[src/rtl/br_flow_demux_select_reg.sv]
// br_flow_demux_select_reg
// Steers each beat of a single ready/valid flow to one of NumFlows outputs,
// chosen per beat by push_select. Every output has its own 2-entry buffer,
// so a stalled consumer only blocks beats that are headed to it.
// All pop outputs come straight from registers. push_ready depends only on
// push_select and registered state, never on pop_ready.
//
// Handshake: a beat moves on a rising clk edge when valid & ready are both
// high. A producer holds valid (and its payload) until that edge. Ready may
// be computed without looking at valid.

module br_flow_demux_select_reg #(
  parameter int NumFlows = 2,
  parameter int Width = 1,
  parameter bit EnableAssertPushValidStability = 1,
  parameter bit EnableAssertPushDataStability = EnableAssertPushValidStability,
  parameter bit EnableAssertFinalNotValid = 1
) (
  input  logic                               clk,
  input  logic                               rst_n,
  output logic                               push_ready,
  input  logic                               push_valid,
  input  logic [Width-1:0]                   push_data,
  input  logic [$clog2(NumFlows)-1:0]        push_select,
  input  logic [NumFlows-1:0]                pop_ready,
  output logic [NumFlows-1:0]                pop_valid,
  output logic [NumFlows-1:0][Width-1:0]     pop_data
);

  localparam int SelWidth = $clog2(NumFlows);

  // Low until the first clk edge after reset release, so push_ready cannot
  // rise while rst_n is low or in the same cycle that rst_n deasserts.
  logic init_done;

  // Per-output 2-entry FIFO: head feeds the pop side, tail is the second slot.
  logic [Width-1:0] head_q  [NumFlows];
  logic [Width-1:0] tail_q  [NumFlows];
  logic [1:0]       count_q [NumFlows];

  logic                sel_hit;
  logic                sel_full;
  logic [NumFlows-1:0] push_hit;
  logic [NumFlows-1:0] pop_fire;
  logic [NumFlows-1:0] count_inc;

  // Decode push_select against the output range and look up the target's fill level.
  always_comb begin
    sel_hit  = 1'b0;
    sel_full = 1'b0;
    for (int i = 0; i < NumFlows; i++) begin
      if (push_select == SelWidth'(i)) begin
        sel_hit  = 1'b1;
        sel_full = (count_q[i] == 2'd2);
      end
    end
  end

  assign push_ready = init_done && sel_hit && !sel_full;

  // Per-output push/pop strobes for this cycle.
  always_comb begin
    push_hit  = '0;
    pop_fire  = '0;
    count_inc = '0;
    for (int i = 0; i < NumFlows; i++) begin
      push_hit[i]  = push_valid && push_ready && (push_select == SelWidth'(i));
      pop_fire[i]  = pop_valid[i] && pop_ready[i];
      count_inc[i] = push_hit[i] && !pop_fire[i];
    end
  end

  // Reset-release tracker that gates push_ready.
  always_ff @(posedge clk or negedge rst_n) begin
    if (!rst_n) begin
      init_done <= 1'b0;
    end else begin
      init_done <= 1'b1;
    end
  end

  // Per-output FIFO update. An empty slot is cleared to zero so that pop_data
  // reads zero whenever pop_valid is low.
  always_ff @(posedge clk or negedge rst_n) begin
    if (!rst_n) begin
      for (int i = 0; i < NumFlows; i++) begin
        head_q[i]  <= '0;
        tail_q[i]  <= '0;
        count_q[i] <= 2'd0;
      end
    end else begin
      for (int i = 0; i < NumFlows; i++) begin
        case ({push_hit[i], pop_fire[i]})
          2'b10: begin
            // Push only. A full output never sees a push, because ready is low.
            if (count_q[i] == 2'd0) begin
              head_q[i]  <= push_data;
              count_q[i] <= 2'd1;
            end else begin
              tail_q[i]  <= push_data;
              count_q[i] <= 2'd2;
            end
          end
          2'b01: begin
            // Pop only: the tail moves up to the head, or the output drains.
            if (count_q[i] == 2'd2) begin
              head_q[i]  <= tail_q[i];
              tail_q[i]  <= '0;
              count_q[i] <= 2'd1;
            end else begin
              head_q[i]  <= '0;
              count_q[i] <= 2'd0;
            end
          end
          2'b11: begin
            // Push and pop on the same output. This only happens at count 1:
            // the new beat replaces the head and the count stays at 1.
            head_q[i] <= push_data;
          end
          default: begin
          end
        endcase
      end
    end
  end

  // Registered pop side.
  always_comb begin
    for (int i = 0; i < NumFlows; i++) begin
      pop_valid[i] = (count_q[i] != 2'd0);
      pop_data[i]  = head_q[i];
    end
  end

`ifndef SYNTHESIS
  if (EnableAssertPushValidStability) begin : g_a_push_valid
    a_push_valid_stable: assert property (@(posedge clk) disable iff (!rst_n)
      push_valid && !push_ready |=> push_valid);
  end

  if (EnableAssertPushDataStability) begin : g_a_push_data
    a_push_data_stable: assert property (@(posedge clk) disable iff (!rst_n)
      push_valid && !push_ready |=> $stable(push_data) && $stable(push_select));
  end

  a_select_in_range: assert property (@(posedge clk) disable iff (!rst_n)
    push_valid |-> sel_hit);

  a_one_increment: assert property (@(posedge clk) disable iff (!rst_n)
    $onehot0(count_inc));

  for (genvar g = 0; g < NumFlows; g++) begin : g_a_count
    a_count_max: assert property (@(posedge clk) disable iff (!rst_n)
      count_q[g] != 2'd3);
    c_output_full: cover property (@(posedge clk) disable iff (!rst_n)
      count_q[g] == 2'd2);
  end

  c_push_backpressure: cover property (@(posedge clk) disable iff (!rst_n)
    push_valid && !push_ready);

  c_push_pop_same: cover property (@(posedge clk) disable iff (!rst_n)
    |(push_hit & pop_fire));

  if (EnableAssertFinalNotValid) begin : g_a_final
    final begin
      a_final_not_valid: assert (pop_valid == '0);
    end
  end
`endif

endmodule
[config.mk]
export PLATFORM = sky130hd
export DESIGN_NAME = br_flow_demux_select_reg
export DESIGN_NICKNAME = d
export VERILOG_FILES = /design/src/rtl/br_flow_demux_select_reg.sv
export SDC_FILE = /design/constraint.sdc
export NUM_CORES = 1
export LEC_CHECK = 0
export CAP_MARGIN = 0
export CORE_AREA = 3 3 54 56
export CTS_CLUSTER_DIAMETER = 100
export DETAILED_ROUTE_END_ITERATION = 8
export DIE_AREA = 0 0 57 59
export GPL_TIMING_DRIVEN = 0
export PLACE_DENSITY_LB_ADDON = 0.05
export SLEW_MARGIN = 40
export SYNTH_ARGS = -nofsm -noshare
export SYNTH_HDL_FRONTEND = slang
export SYNTH_SLANG_ARGS = --single-unit
export TNS_END_PERCENT = 100
[constraint.sdc]
create_clock -name clk -period 1.9 [get_ports clk]
set_input_delay 0.38 -clock clk [delete_from_list [all_inputs] [get_ports clk]]
set_output_delay 0.38 -clock clk [all_outputs]
set_load 0.02 [all_outputs]
Word-level counts from Yosys, hierarchy flattened
Index checks and enable logic that the tools add are counted.
Word-level totals
  flip-flop bits (word level): 9
  input port bits: 7
  output and inout bits: 5
  word-level logic and storage cells: 60
Cells by class
  eq/ne operators: 14
  multiplexer cells: 19
  bitwise gates (word level): 1
  reduce and logical (&&, ||, !) cells: 19
Operators with widths (count)
  $eq 2x2->1 const B: 6
  $ne 2x2->1 const B: 6
  $mux 1: 11
  $pmux 2 s2: 2
  $reduce_bool 2->1: 4
  $logic_and 1x1->1: 6
  $pmux 1 s3: 2
  $reduce_and 3->1: 2
  $reduce_bool 3->1: 2
  $eq 2x1->1 const B: 2
  $logic_not 2->1: 2
  $mux 2: 2
  $pmux 1 s2: 2
  $reduce_and 2->1: 2
  $logic_not 1->1: 1
  $not 1->1: 1

Depth between registers and ports, before layout
Gate-level depths: netlist of the first run.
  word-level depth: 9
  mapped depth: 7

Worst setup path after synthesis of the first run
OpenSTA, ideal clock, no wires.
  path kind: flip-flop to flip-flop
  start: register count_q[0] (netlist name)
  end: register tail_q[0] (netlist name)
  library setup time: 0.118 ns
  arrival time: 1.478 ns
  data required time: 1.782 ns
  path slack: 0.304 ns
  stages on the path, launching flop included: 7
  path buffers: 0
  clock period less this slack: 1.596 ns
  cells stage by stage: dfrtp_1 -> nand2b_1 -> nand4_1 -> inv_1 -> ha_1 -> a221o_1 -> a21o_1
On the way
  cells in the longest elaborated chain, start to end: 9
  elaborated cells on any way between the ends: 16
  classes of those cells: eq/ne: 5; mux: 2; reduce/logical: 9
RTL lines
  from (decl): RTL line 39  | logic [1:0] count_q [NumFlows];
  from (signal, indexed assignment): RTL line 89  | count_q[i] <= 2'd0;
  from (signal, indexed assignment): RTL line 98  | count_q[i] <= 2'd1;
  from (signal, indexed assignment): RTL line 101  | count_q[i] <= 2'd2;
  $eq 2x2->1: RTL line 54, 106
  $mux 1: RTL line 52  | if (push_select == SelWidth'(i)) begin
  $logic_not 1->1: RTL line 59  | assign push_ready = init_done && sel_hit && !sel_full;
  $logic_and 1x1->1: RTL line 59
  $logic_and 1x1->1 (2 in series): RTL line 67  | push_hit[i] = push_valid && push_ready && (push_select == SelWidth'(i));
  $eq 2x1->1 or $eq 2x2->1 (tied branches): RTL line 93  | case ({push_hit[i], pop_fire[i]})
  $ne 2x2->1 (no source line) or $reduce_bool 2->1 (tied branches)
  $reduce_and 3->1 (no source line)
  to (signal, indexed assignment): RTL line 100  | tail_q[i] <= push_data;
  to (decl): RTL line 38  | logic [Width-1:0] tail_q [NumFlows];
Parallel ways exist; a longest one is shown, timed or not.
A chain may end at the register's enable or synchronous reset.

Worst setup path in the final report of the first run
  start: register count_q[3] (netlist name)
  end: output pop_valid[0]
On the way
  cells in the longest elaborated chain, start to end: 1
RTL lines
  $reduce_bool 2->1: RTL line 130  | pop_valid[i] = (count_q[i] != 2'd0);
  to (decl): RTL line 26  | output logic [NumFlows-1:0] pop_valid,
No other way between the ends.

==> out/summary.txt, run 1 <==
Via density = 4.38
Vias in the first global route = 495
CP startpoint kind = flop
RSZ-0062 raised after global routing = no
Wire per inst = 11.1 um
Hold Vio Cnt, Final = 0
Fill count = 274
Mapped Cells = 62
R2R depth = 6
Die height = 59 um
Psw = 477 uW
Ant diodes = 0
# nets final = 89
First-pass detailed-route iteration total = 2
Lkg Pwr = 0.361 nW
Clock transition at the registers of the reported paths = 0.06 ns
Final Cell Area = 759 um2
Root Driver = clkbuf_4
Critical path class = reg2out
Critical Path Source = count_q[3]$_DFFE_PN0P_
Placer Congestion = 0.735
Starting Density = 23.5%
Placed cell areas = 729 um2
Outcome = complete, no violations
FF-to-FF Start = count_q[0]$_DFFE_PN0P_
Initial antenna violation count = 0
Clk pwr share = 12.8%
CP max FO = 6
Final Cycle Share = 95.5%
Layout Skew = 0.00219 ns
Gr usage total = 7.94%
Num CTS Buffers = 3
Syn_nets = 73
Max Cap Viol = 0
Clk Latency, worst-skew pair = 0.25 ns
Post-DP HPWL = 942 um
CP arrival = 1.44 ns
Final setup viols = 0
Vias = 469
Hold_buf cts = 0
# clock sinks = 9
Pin count of the biggest net entering global routing = 10
DRT iter0 DRCs = 3
Final WS setup = 0.0846 ns
Int Pwr = 654 uW
TritonCTS clock tree = yes
Drt drc = 0
Area Growth Syn to Fin = 30.5%
Seq cells post-synth = 9
Area contributors post-synth = dfrtp_1 39%, ha_1 8.6%, inv_1 4.5%, a21oi_1 4.3%, a21o_1 3.9%
Register area share after synthesis = 38.7%
CP required = 1.52 ns
DRT antenna net count = 0
Die W = 57 um
Worst IR drop on VDD = 513 uV
Crit end category = output pin
First-pass GRT wire length = 2060 um
Congestion Overflow GR = 0
Area fraction of the dominant cell type after synthesis = 38.7%
Core footprint = 0.00248 mm2
CTS Buffer Depth = 2
Row count = 18
Worst Hold Class = in2async
Register share of total power = 34.6%
Sw frac = 42.2%
H-tree depth = 1
Port bufs = 11
Mapped Area = 582 um2
Slew Viols, Final = 0
Reg-to-Reg End = tail_q[0]$_DFFE_PN0P_
Share of layout cells above drive strength 1 = 16.9%
Fin crit period = 1.82 ns
Avg Synthesized Cell Area = 9.38 um2
Logic pwr share = 52.6%
Place WS = -0.260 ns
Pwr per Cell Area = 1490 mW/mm2
Setup slack, reg-to-reg = 0.16 ns
Final wirelength = 1190 um
Area leader, netlist = dfrtp_1
Io pins = 12
Unique cell type count in the Yosys netlist = 29
Synth warn = 0
Fmax achieved = 551 MHz
Die Area = 0.00336 mm2
[power by group through the flow]
stage	clock, mW	combinational (mW)	sequential [mW]
after floorplan	0	0.392	0.389
after global placement	0	0.610	0.385
after detailed placement	0	0.608	0.389
after CTS	0.147	0.611	0.394
after global routing	0.156	0.663	0.411
final	0.144	0.595	0.392
[flip-flops by register name, indices dropped and copies added, names as in the netlist]
register / cells
count_q: 4
pop_data: 2
tail_q: 2
init_done: 1
[worst max-delay path: stages (launching register included)]
cell and delay [ns]:
dfrtp_2 0.47, nor2_4 0.14, inv_2 0.05, clkdlybuf4s50_1 0.52
[logic make-up (layout without fill, tap and decap cells)]
family / after synthesis / after routing / share of synthesized area, %
other: 1 / 1 / 0.645
xor gates and xnor gates: 2 / 2 / 3.01
buffers and inverters: 8 / 23 / 5.16
muxes: 3 / 3 / 5.59
and+or+nand+nor: 17 / 17 / 15.7
adders and majority gates: 4 / 4 / 8.60
DFF: 9 / 9 / 38.7
AOI/OAI and AO/OA: 18 / 18 / 22.6
[area by class of cell]
| cell class | count | area [um2] | share of cell area, % |
|---|---|---|---|
| multi-input combinational | 45 | 332 | 43.7 |
| timing repair buffer | 11 | 106 | 14.0 |
| inverter | 8 | 30.0 | 3.95 |
| sequential | 9 | 228 | 30.0 |
| clock buffer | 4 | 26.3 | 3.46 |
| tap | 30 | 37.5 | 4.94 |
[routing by layer]
metal	GRT usage (%)	vias up	routed length, um
met5	0	-	0
met2	12.6	8	527
met3	1.96	2	53
met1	9.69	210	593
met4	4.97	0	14
li1	-	249	-
[per-stage QoR]
| stage | TNS (ns) | util [%] | hold slack, ns | std cells | power, mW |
|---|---|---|---|---|---|
| 6_report | 0 | 30.7 | 0.411 | 107 | 1.13 |
| 4_1_cts | 0 | 30.7 | 0.425 | 107 | 1.15 |
| 3_3_place_gp | -0.771 | 29.4 | 0.462 | 103 | 0.995 |
| 2_1_floorplan | 0 | - | 0.0844 | 62 | 0.782 |
| 5_1_grt | 0 | 30.7 | 0.437 | 107 | 1.23 |
| 3_5_place_dp | -0.729 | 29.4 | 0.473 | 103 | 0.997 |
[synthesized netlist by cell type, drive strengths merged]
| library cell | number |
|---|---|
| a2111oi | 1 |
| mux2 | 2 |
| o21a | 1 |
| nand4 | 1 |
| xor2 | 2 |
| mux2i | 1 |
| nor3 | 2 |
| dfrtp | 9 |
| o21ai | 2 |
| a21o | 3 |
| or2b | 1 |
| nand3 | 1 |
| a21oi | 5 |
| nor2 | 3 |
| conb | 1 |
| a41oi | 1 |
| and2 | 1 |
| ha | 4 |
| inv | 8 |
| nor2b | 1 |
| o31ai | 1 |
| nand2b | 2 |
| o22ai | 2 |
| nand2 | 5 |
| a221o | 2 |
[cells in the final DEF, fill, tap and decap left out, types with 2 or more instances in the layout]
cell             instances
clkbuf_4                 3
a221o_1                  2
xor2_1                   2
a21o_1                   3
nand2b_1                 2
nand2_1                  5
nor3_1                   2
inv_1                    7
dfrtp_1                  7
a21oi_1                  5
dfrtp_2                  2
o22ai_1                  2
ha_1                     3
clkdlybuf4s50_1          8
[worst max-delay path by stage]
stage                            endpoint  slack, ns  cells past startpoint
global placement               push_ready      -0.25                      4
detailed placement             push_ready      -0.26                      4
floorplan           tail_q[0]$_DFFE_PN0P_       0.30                      6
global route                 pop_valid[0]       0.03                      3
finish                       pop_valid[0]       0.08                      3
CTS                            push_ready       0.01                      4
[timing repair]
action,in CTS,in global routing
resized for setup,6,3
hold endpoints to repair,0,0
buffers inserted,0,0
setup endpoints to repair,3,3
(Power assumes the default switching activity.)
==> run 2: changes to the inputs <==
--- a/config.mk
+++ b/config.mk
@@ -5,7 +5,6 @@
 export SDC_FILE = /design/constraint.sdc
 export NUM_CORES = 1
 export LEC_CHECK = 0
-export CAP_MARGIN = 0
 export CORE_AREA = 3 3 54 56
 export CTS_CLUSTER_DIAMETER = 100
 export DETAILED_ROUTE_END_ITERATION = 8
==> results of run 2 <==
Same layout as run 1: the final DEF is identical, and so are final timing and power.
